<file path="config.mk">
export PLATFORM = sky130hd
export DESIGN_NAME = tl_status_uart_tx
export DESIGN_NICKNAME = d
export VERILOG_FILES = /design/src/rtl/tl_pkg.sv /design/src/rtl/uart_tx_byte.sv /design/src/rtl/tl_status_uart_tx.sv
export SDC_FILE = /design/constraint.sdc
export NUM_CORES = 1
export LEC_CHECK = 0
export ABC_AREA = 1
export CAP_MARGIN = 20
export CORE_MARGIN = 2
export CORE_UTILIZATION = 50
export DETAILED_ROUTE_END_ITERATION = 10
export PLACE_DENSITY = 0.69
export SLEW_MARGIN = 20
export SYNTH_ARGS = -nofsm -noshare
export SYNTH_HDL_FRONTEND = slang
export SYNTH_SLANG_ARGS = --single-unit
</file>
<file path="constraint.sdc">
create_clock -name clk -period 2 [get_ports clk]
set_input_delay 0.4 -clock clk [delete_from_list [all_inputs] [get_ports clk]]
set_output_delay 0.4 -clock clk [all_outputs]
set_load 0.005 [all_outputs]
</file>
<file path="src/rtl/tl_pkg.sv">
// Shared constants, state encodings and ASCII helper for the traffic-light status UART reporter.
package tl_pkg;

    localparam int CLKS_PER_BIT_25M = 217;

    localparam logic [7:0] CH_P  = 8'h50;
    localparam logic [7:0] CH_S  = 8'h53;
    localparam logic [7:0] CH_CR = 8'h0D;
    localparam logic [7:0] CH_LF = 8'h0A;
    localparam logic [7:0] CH_0  = 8'h30;
    localparam logic [7:0] CH_A  = 8'h41;

    typedef enum logic [1:0] {
        ST_IDLE,
        ST_START,
        ST_DATA,
        ST_STOP
    } tl_uart_state_t;

    typedef enum logic [1:0] {
        FR_IDLE,
        FR_SEND,
        FR_DONE
    } tl_frame_state_t;

    function automatic logic [7:0] hex2ascii(input logic [3:0] nib);
        if (nib < 4'd10) begin
            return CH_0 + {4'd0, nib};
        end else begin
            return CH_A + {4'd0, nib} - 8'd10;
        end
    endfunction

endpackage

</file>
<file path="src/rtl/uart_tx_byte.sv">
// 8N1 byte serializer, LSB first. A start request in the last stop-bit cycle chains
// the next byte with no idle gap.
module uart_tx_byte
    import tl_pkg::*;
#(
    parameter int CLKS_PER_BIT = CLKS_PER_BIT_25M
) (
    input  logic       clk,
    input  logic       rst_n,
    input  logic       start,
    input  logic [7:0] data,
    output logic       tx,
    output logic       done
);

    localparam int CW = (CLKS_PER_BIT > 2) ? $clog2(CLKS_PER_BIT) : 1;
    localparam logic [CW-1:0] BAUD_MAX = CW'(CLKS_PER_BIT - 1);

    tl_uart_state_t state, state_nxt;
    logic [CW-1:0]  baud, baud_nxt;
    logic [2:0]     bit_idx, bit_nxt;
    logic [7:0]     shreg, shreg_nxt;
    logic           tx_nxt;
    logic           bit_end;

    assign bit_end = (baud == BAUD_MAX);
    assign done    = (state == ST_STOP) && bit_end;

    // tx is registered so reset forces the line high without waiting for a clock.
    always_ff @(posedge clk or negedge rst_n) begin
        if (!rst_n) begin
            state   <= ST_IDLE;
            baud    <= '0;
            bit_idx <= '0;
            shreg   <= '0;
            tx      <= 1'b1;
        end else begin
            state   <= state_nxt;
            baud    <= baud_nxt;
            bit_idx <= bit_nxt;
            shreg   <= shreg_nxt;
            tx      <= tx_nxt;
        end
    end

    always_comb begin
        state_nxt = state;
        baud_nxt  = bit_end ? '0 : baud + 1'b1;
        bit_nxt   = bit_idx;
        shreg_nxt = shreg;
        tx_nxt    = tx;
        unique case (state)
            ST_IDLE: begin
                baud_nxt = '0;
                if (start) begin
                    state_nxt = ST_START;
                    shreg_nxt = data;
                    tx_nxt    = 1'b0;
                end
            end
            ST_START: begin
                if (bit_end) begin
                    state_nxt = ST_DATA;
                    bit_nxt   = '0;
                    tx_nxt    = shreg[0];
                    shreg_nxt = {1'b0, shreg[7:1]};
                end
            end
            ST_DATA: begin
                if (bit_end) begin
                    if (bit_idx == 3'd7) begin
                        state_nxt = ST_STOP;
                        tx_nxt    = 1'b1;
                    end else begin
                        bit_nxt   = bit_idx + 3'd1;
                        tx_nxt    = shreg[0];
                        shreg_nxt = {1'b0, shreg[7:1]};
                    end
                end
            end
            ST_STOP: begin
                if (bit_end) begin
                    if (start) begin
                        state_nxt = ST_START;
                        shreg_nxt = data;
                        tx_nxt    = 1'b0;
                    end else begin
                        state_nxt = ST_IDLE;
                    end
                end
            end
            default: state_nxt = ST_IDLE;
        endcase
    end

endmodule

</file>
<file path="src/rtl/tl_status_uart_tx.sv">
// Sends "P<phase>S<hex>\r\n" over UART whenever the controller status changes.
// Define TL_UART_HEARTBEAT_EN to also resend periodically after HEARTBEAT_CYCLES idle cycles.
module tl_status_uart_tx
    import tl_pkg::*;
#(
    parameter int CLKS_PER_BIT = CLKS_PER_BIT_25M
`ifdef TL_UART_HEARTBEAT_EN
    , parameter int HEARTBEAT_CYCLES = 25000000
`endif
) (
    input  logic       clk,
    input  logic       rst_n,
    input  logic       en,
    input  logic [2:0] phase,
    input  logic [3:0] s_num,
    output logic       tx,
    output logic       busy,
    output logic       frame_done
);

    tl_frame_state_t fstate, fstate_nxt;
    logic [6:0] status, snapshot;
    logic       snap_valid, pending;
    logic [2:0] byte_idx;
    logic       trigger, force_send;
    logic       byte_start, byte_done;
    logic [7:0] byte_data, next_byte;

    assign status     = {phase, s_num};
    assign busy       = (fstate == FR_SEND);
    assign frame_done = (fstate == FR_DONE);

`ifdef TL_UART_HEARTBEAT_EN
    logic [31:0] idle_cnt;

    always_ff @(posedge clk or negedge rst_n) begin
        if (!rst_n) begin
            idle_cnt <= '0;
        end else if (trigger || !en || fstate != FR_IDLE) begin
            idle_cnt <= '0;
        end else begin
            idle_cnt <= idle_cnt + 32'd1;
        end
    end

    assign force_send = en && (fstate == FR_IDLE) && (idle_cnt == 32'(HEARTBEAT_CYCLES - 1));
`else
    assign force_send = 1'b0;
`endif

    assign trigger = en && (fstate == FR_IDLE) &&
                     (!snap_valid || status != snapshot || pending || force_send);

    // Byte following the one currently on the wire; always built from the snapshot.
    always_comb begin
        next_byte = CH_P;
        unique case (byte_idx)
            3'd0:    next_byte = CH_0 + {5'd0, snapshot[6:4]};
            3'd1:    next_byte = CH_S;
            3'd2:    next_byte = hex2ascii(snapshot[3:0]);
            3'd3:    next_byte = CH_CR;
            3'd4:    next_byte = CH_LF;
            default: next_byte = CH_P;
        endcase
    end

    assign byte_data = (fstate == FR_IDLE) ? CH_P : next_byte;

    always_comb begin
        fstate_nxt = fstate;
        byte_start = 1'b0;
        unique case (fstate)
            FR_IDLE: begin
                if (trigger) begin
                    fstate_nxt = FR_SEND;
                    byte_start = 1'b1;
                end
            end
            FR_SEND: begin
                if (byte_done) begin
                    if (byte_idx == 3'd5) begin
                        fstate_nxt = FR_DONE;
                    end else begin
                        byte_start = 1'b1;
                    end
                end
            end
            FR_DONE: fstate_nxt = FR_IDLE;
            default: fstate_nxt = FR_IDLE;
        endcase
    end

    always_ff @(posedge clk or negedge rst_n) begin
        if (!rst_n) begin
            fstate <= FR_IDLE;
        end else begin
            fstate <= fstate_nxt;
        end
    end

    // Pending collects any status change seen mid-frame so exactly one follow-up frame goes out.
    always_ff @(posedge clk or negedge rst_n) begin
        if (!rst_n) begin
            snapshot   <= '0;
            snap_valid <= 1'b0;
            pending    <= 1'b0;
            byte_idx   <= '0;
        end else if (trigger) begin
            snapshot   <= status;
            snap_valid <= 1'b1;
            pending    <= 1'b0;
            byte_idx   <= '0;
        end else if (fstate == FR_SEND) begin
            if (status != snapshot) begin
                pending <= 1'b1;
            end
            if (byte_done) begin
                byte_idx <= (byte_idx == 3'd5) ? 3'd0 : byte_idx + 3'd1;
            end
        end
    end

    uart_tx_byte #(
        .CLKS_PER_BIT(CLKS_PER_BIT)
    ) u_ser (
        .clk  (clk),
        .rst_n(rst_n),
        .start(byte_start),
        .data (byte_data),
        .tx   (tx),
        .done (byte_done)
    );

endmodule

</file>
==> results.sh <==
export IMPL_status="completed"
export IMPL_die_y_um=68.4
export IMPL_power_frac_comb=0.053
export IMPL_nNetsFinal=312
export IMPL_die_x_um=68.4
export IMPL_grt_max_degree=36
export IMPL_critPathSlowestCell="dfrtp_1"
export IMPL_p_leak_nw=1.24
export IMPL_stdcell_area_um2=2450
export IMPL_cts_buffer_depth=2
export IMPL_fin_skew_ns=0.00706
export IMPL_synth_commonest_cells="nand2_1, inv_1, dfrtp_1"
export IMPL_fin_ws_ns=0.162
export IMPL_final_fill_count=363
export IMPL_min_period_ns=1.84
export IMPL_seq_area_frac_synth=0.423
export IMPL_pwr_share_clk=0.451
export IMPL_cpPeakStageDelay_ns=0.43
export IMPL_cp_max_fo=5
export IMPL_place_gp_congestion=0.812
export IMPL_seqPwrFrac=0.495
export IMPL_crit_required_ns=2.17
export IMPL_io_buffers=12
export IMPL_finalSetupTns_ns=0
export IMPL_avgSynthCellArea_um2=7.82
export IMPL_n_antenna_cell=0
export IMPL_clk_pin_slew_worst_paths_ns=0.07
export IMPL_synth_seq_cells=35
export IMPL_critPathKind="flip-flop to flip-flop"
export IMPL_ant_nets=0
export IMPL_worst_path_dominant_cell_family="simple AND/OR/NAND/NOR gates"
export IMPL_finalSetupViolations=0
export IMPL_grt_usage=0.203
export IMPL_crit_buf_inv=2
export IMPL_wl_per_cell_um=11.7
export IMPL_clkLatencyLatePin_ns=0.29
export IMPL_yosys_area_top_type="dfrtp_1"
export IMPL_synthToLayoutAreaGrowth_pct=18.2
export IMPL_synth_cell_types=32
export IMPL_post_dp_hpwl_mm=3.00
export IMPL_holdBufCountCts=0
export IMPL_via_per_inst=4.99
export IMPL_root_buffer="clkbuf_8"
export IMPL_boundaryPins=13
export IMPL_crit_path_end_kind="flip-flop"
export IMPL_cts_tree="built"
export IMPL_drt_iter0_drc=93
export IMPL_ys_flop_type="dfrtp_1"
export IMPL_synth_area_leaders="dfrtp_1, nand2_1, inv_1, ha_1, o21ai_0"
export IMPL_p_sw_mw=0.304
export IMPL_fmax_mhz=544
export IMPL_synth_nets=286
export IMPL_synth_top_area_frac=0.411
export IMPL_drv_cap=0
export IMPL_grt_pass1_vias=1569
export IMPL_multiInputGateArea_um2=1030
export IMPL_core_um2=4000
export IMPL_syn_area_um2=2070
export IMPL_place_ws_ns=-0.0366
export IMPL_final_util=0.612
export IMPL_power_density_nw_per_um2=596
export IMPL_hold_violations=0
export IMPL_yosys_warnings=0
export IMPL_drv_slew=0
export IMPL_grt_pass1_wl_mm=6.98
export IMPL_first_pass_iters=4
export IMPL_vias=1706
export IMPL_hold_path_class="flip-flop to flip-flop"
export IMPL_p_int_mw=1.16
export IMPL_start_util=0.518
export IMPL_drive_gt1_frac=0.123
export IMPL_synth_edff_count=0
export IMPL_crit_chain="inv_1, ha_1, nor2_1, inv_1, nor2_1, nor2_2, nor2_1, nand2_1, nand2_1, o21ai_0"
export IMPL_grt_antenna_before_repair=0
export IMPL_crit_arrival_ns=2.01
export IMPL_wl_mm=3.99
export IMPL_period_share=0.919
export IMPL_syn_inst=265
export IMPL_dieArea_um2=4680
export IMPL_row_count=23
export IMPL_async_flop_share=1.00
export IMPL_ir_drop_mv=0.482
export IMPL_placed_area_um2=2300
export IMPL_tightest_slew_ns=0.524
export IMPL_grt_ovfl_total=0
export IMPL_cts_buffers=5
export IMPL_swShare=0.208
export IMPL_startpoint_type="flip-flop"
export IMPL_seqCellArea_um2=877
export IMPL_cts_sinks=35
export IMPL_slew_headroom=0.647
export IMPL_htree_levels=2
export IMPL_critPathMostFrequentCell="nor2_1"
export IMPL_synth_most_common_cell="nand2_1"
export IMPL_drc=0
-- per-stage QoR --
stage	power [mW]	instances	hold WS (ns)
4_1_cts	1.47	340	0.463
5_1_grt	1.52	342	0.481
3_3_place_gp	0.814	332	0.438
3_5_place_dp	0.815	332	0.446
6_report	1.46	342	0.455
2_1_floorplan	0.770	265	0.104
-- flip-flops by register name (all words and copies together) (netlist names) --
| signal | flops |
|---|---|
| pending | 1 |
| snapshot | 7 |
| snap_valid | 1 |
| u_ser.bit_idx | 3 |
| u_ser.baud | 8 |
| u_ser.tx | 1 |
| u_ser.state | 2 |
| byte_idx | 3 |
| fstate | 2 |
| u_ser.shreg | 7 |
-- cells in the final DEF, fill, tap and decap left out, types with 2 or more instances in the layout --
master / Yosys / final
mux2_2: 2 / 2
o21ai_1: 3 / 2
nor3b_1: 2 / 2
ha_1: 11 / 11
nor2_1: 25 / 24
nand2_1: 61 / 61
dfrtp_1: 34 / 34
o21ai_2: 3 / 4
a22oi_1: 3 / 3
nand4_1: 2 / 2
o21a_1: 2 / 2
buf_4: 0 / 12
inv_1: 41 / 41
clkdlybuf4s50_1: 0 / 12
nor3_1: 7 / 6
nand3_1: 17 / 17
a21oi_1: 10 / 10
xnor2_1: 4 / 4
o21ai_0: 21 / 21
clkbuf_8: 0 / 6
-- worst reg2reg max path: cells and delay by family (launching register included) --
family,cells,cell delay [ns]
flops,1,0.43
simple gates,6,0.80
buf+inv,2,0.20
fa+ha+maj,1,0.23
compound gates,1,0.07
-- metal layers --
layer / vias to the layer above / share of wire / track usage
li1: 904 / - / -
met1: 776 / 0.52 / 0.282
met2: 21 / 0.44 / 0.302
met3: 5 / 0.030 / 0.0543
met4: 0 / 0.015 / 0.0750
met5: - / 0 / 0
-- power by group through the flow --
stage / registers [mW] / logic, mW / clock network (mW)
6_report: 0.723 / 0.0776 / 0.659
5_1_grt: 0.724 / 0.0894 / 0.702
4_1_cts: 0.723 / 0.0787 / 0.673
3_5_place_dp: 0.737 / 0.0787 / 0
3_3_place_gp: 0.736 / 0.0782 / 0
2_1_floorplan: 0.734 / 0.0353 / 0
-- final timing paths --
check	from	cells past startpoint	slack, ns	end
min in group asynchronous	rst_n	2	0.52	u_ser.bit_idx[1]$_DFFE_PN0P_
max in group asynchronous	rst_n	2	1.14	u_ser.tx$_DFFE_PN1P_
min reg2reg	snap_valid$_DFFE_PN0N_	2	0.46	snap_valid$_DFFE_PN0N_
max reg2reg	u_ser.state[0]$_DFFE_PN0P_	10	0.16	u_ser.state[1]$_DFFE_PN0P_
max	u_ser.state[0]$_DFFE_PN0P_	10	0.16	u_ser.state[1]$_DFFE_PN0P_
min	snap_valid$_DFFE_PN0N_	2	0.46	snap_valid$_DFFE_PN0N_
-- cell families (layout without fill, tap and decap cells) --
logic type | Yosys count | in the layout | synth area share
flops | 35 | 35 | 0.423
simple gates | 121 | 121 | 0.266
xor+xnor | 5 | 5 | 0.0211
buf+inv | 46 | 73 | 0.0888
compound gates | 45 | 45 | 0.124
fa+ha+maj | 11 | 11 | 0.0664
mux | 2 | 2 | 0.0109
-- area by class of cell --
cell class	count	area share
clock inverter	2	0.0143
inverter	41	0.0629
multi-input combinational	184	0.420
clock buffer	6	0.0337
tap	50	0.0255
sequential	35	0.358
timing repair buffer	24	0.0858
-- what timing repair did --
item                                    in CTS  in global routing
hold endpoints to repair                     0                  0
buffers inserted                             0                  2
endpoints found under the setup margin       0                 11
resized for setup                            0                  4
No activity file was read; power rests on OpenSTA's default activity.
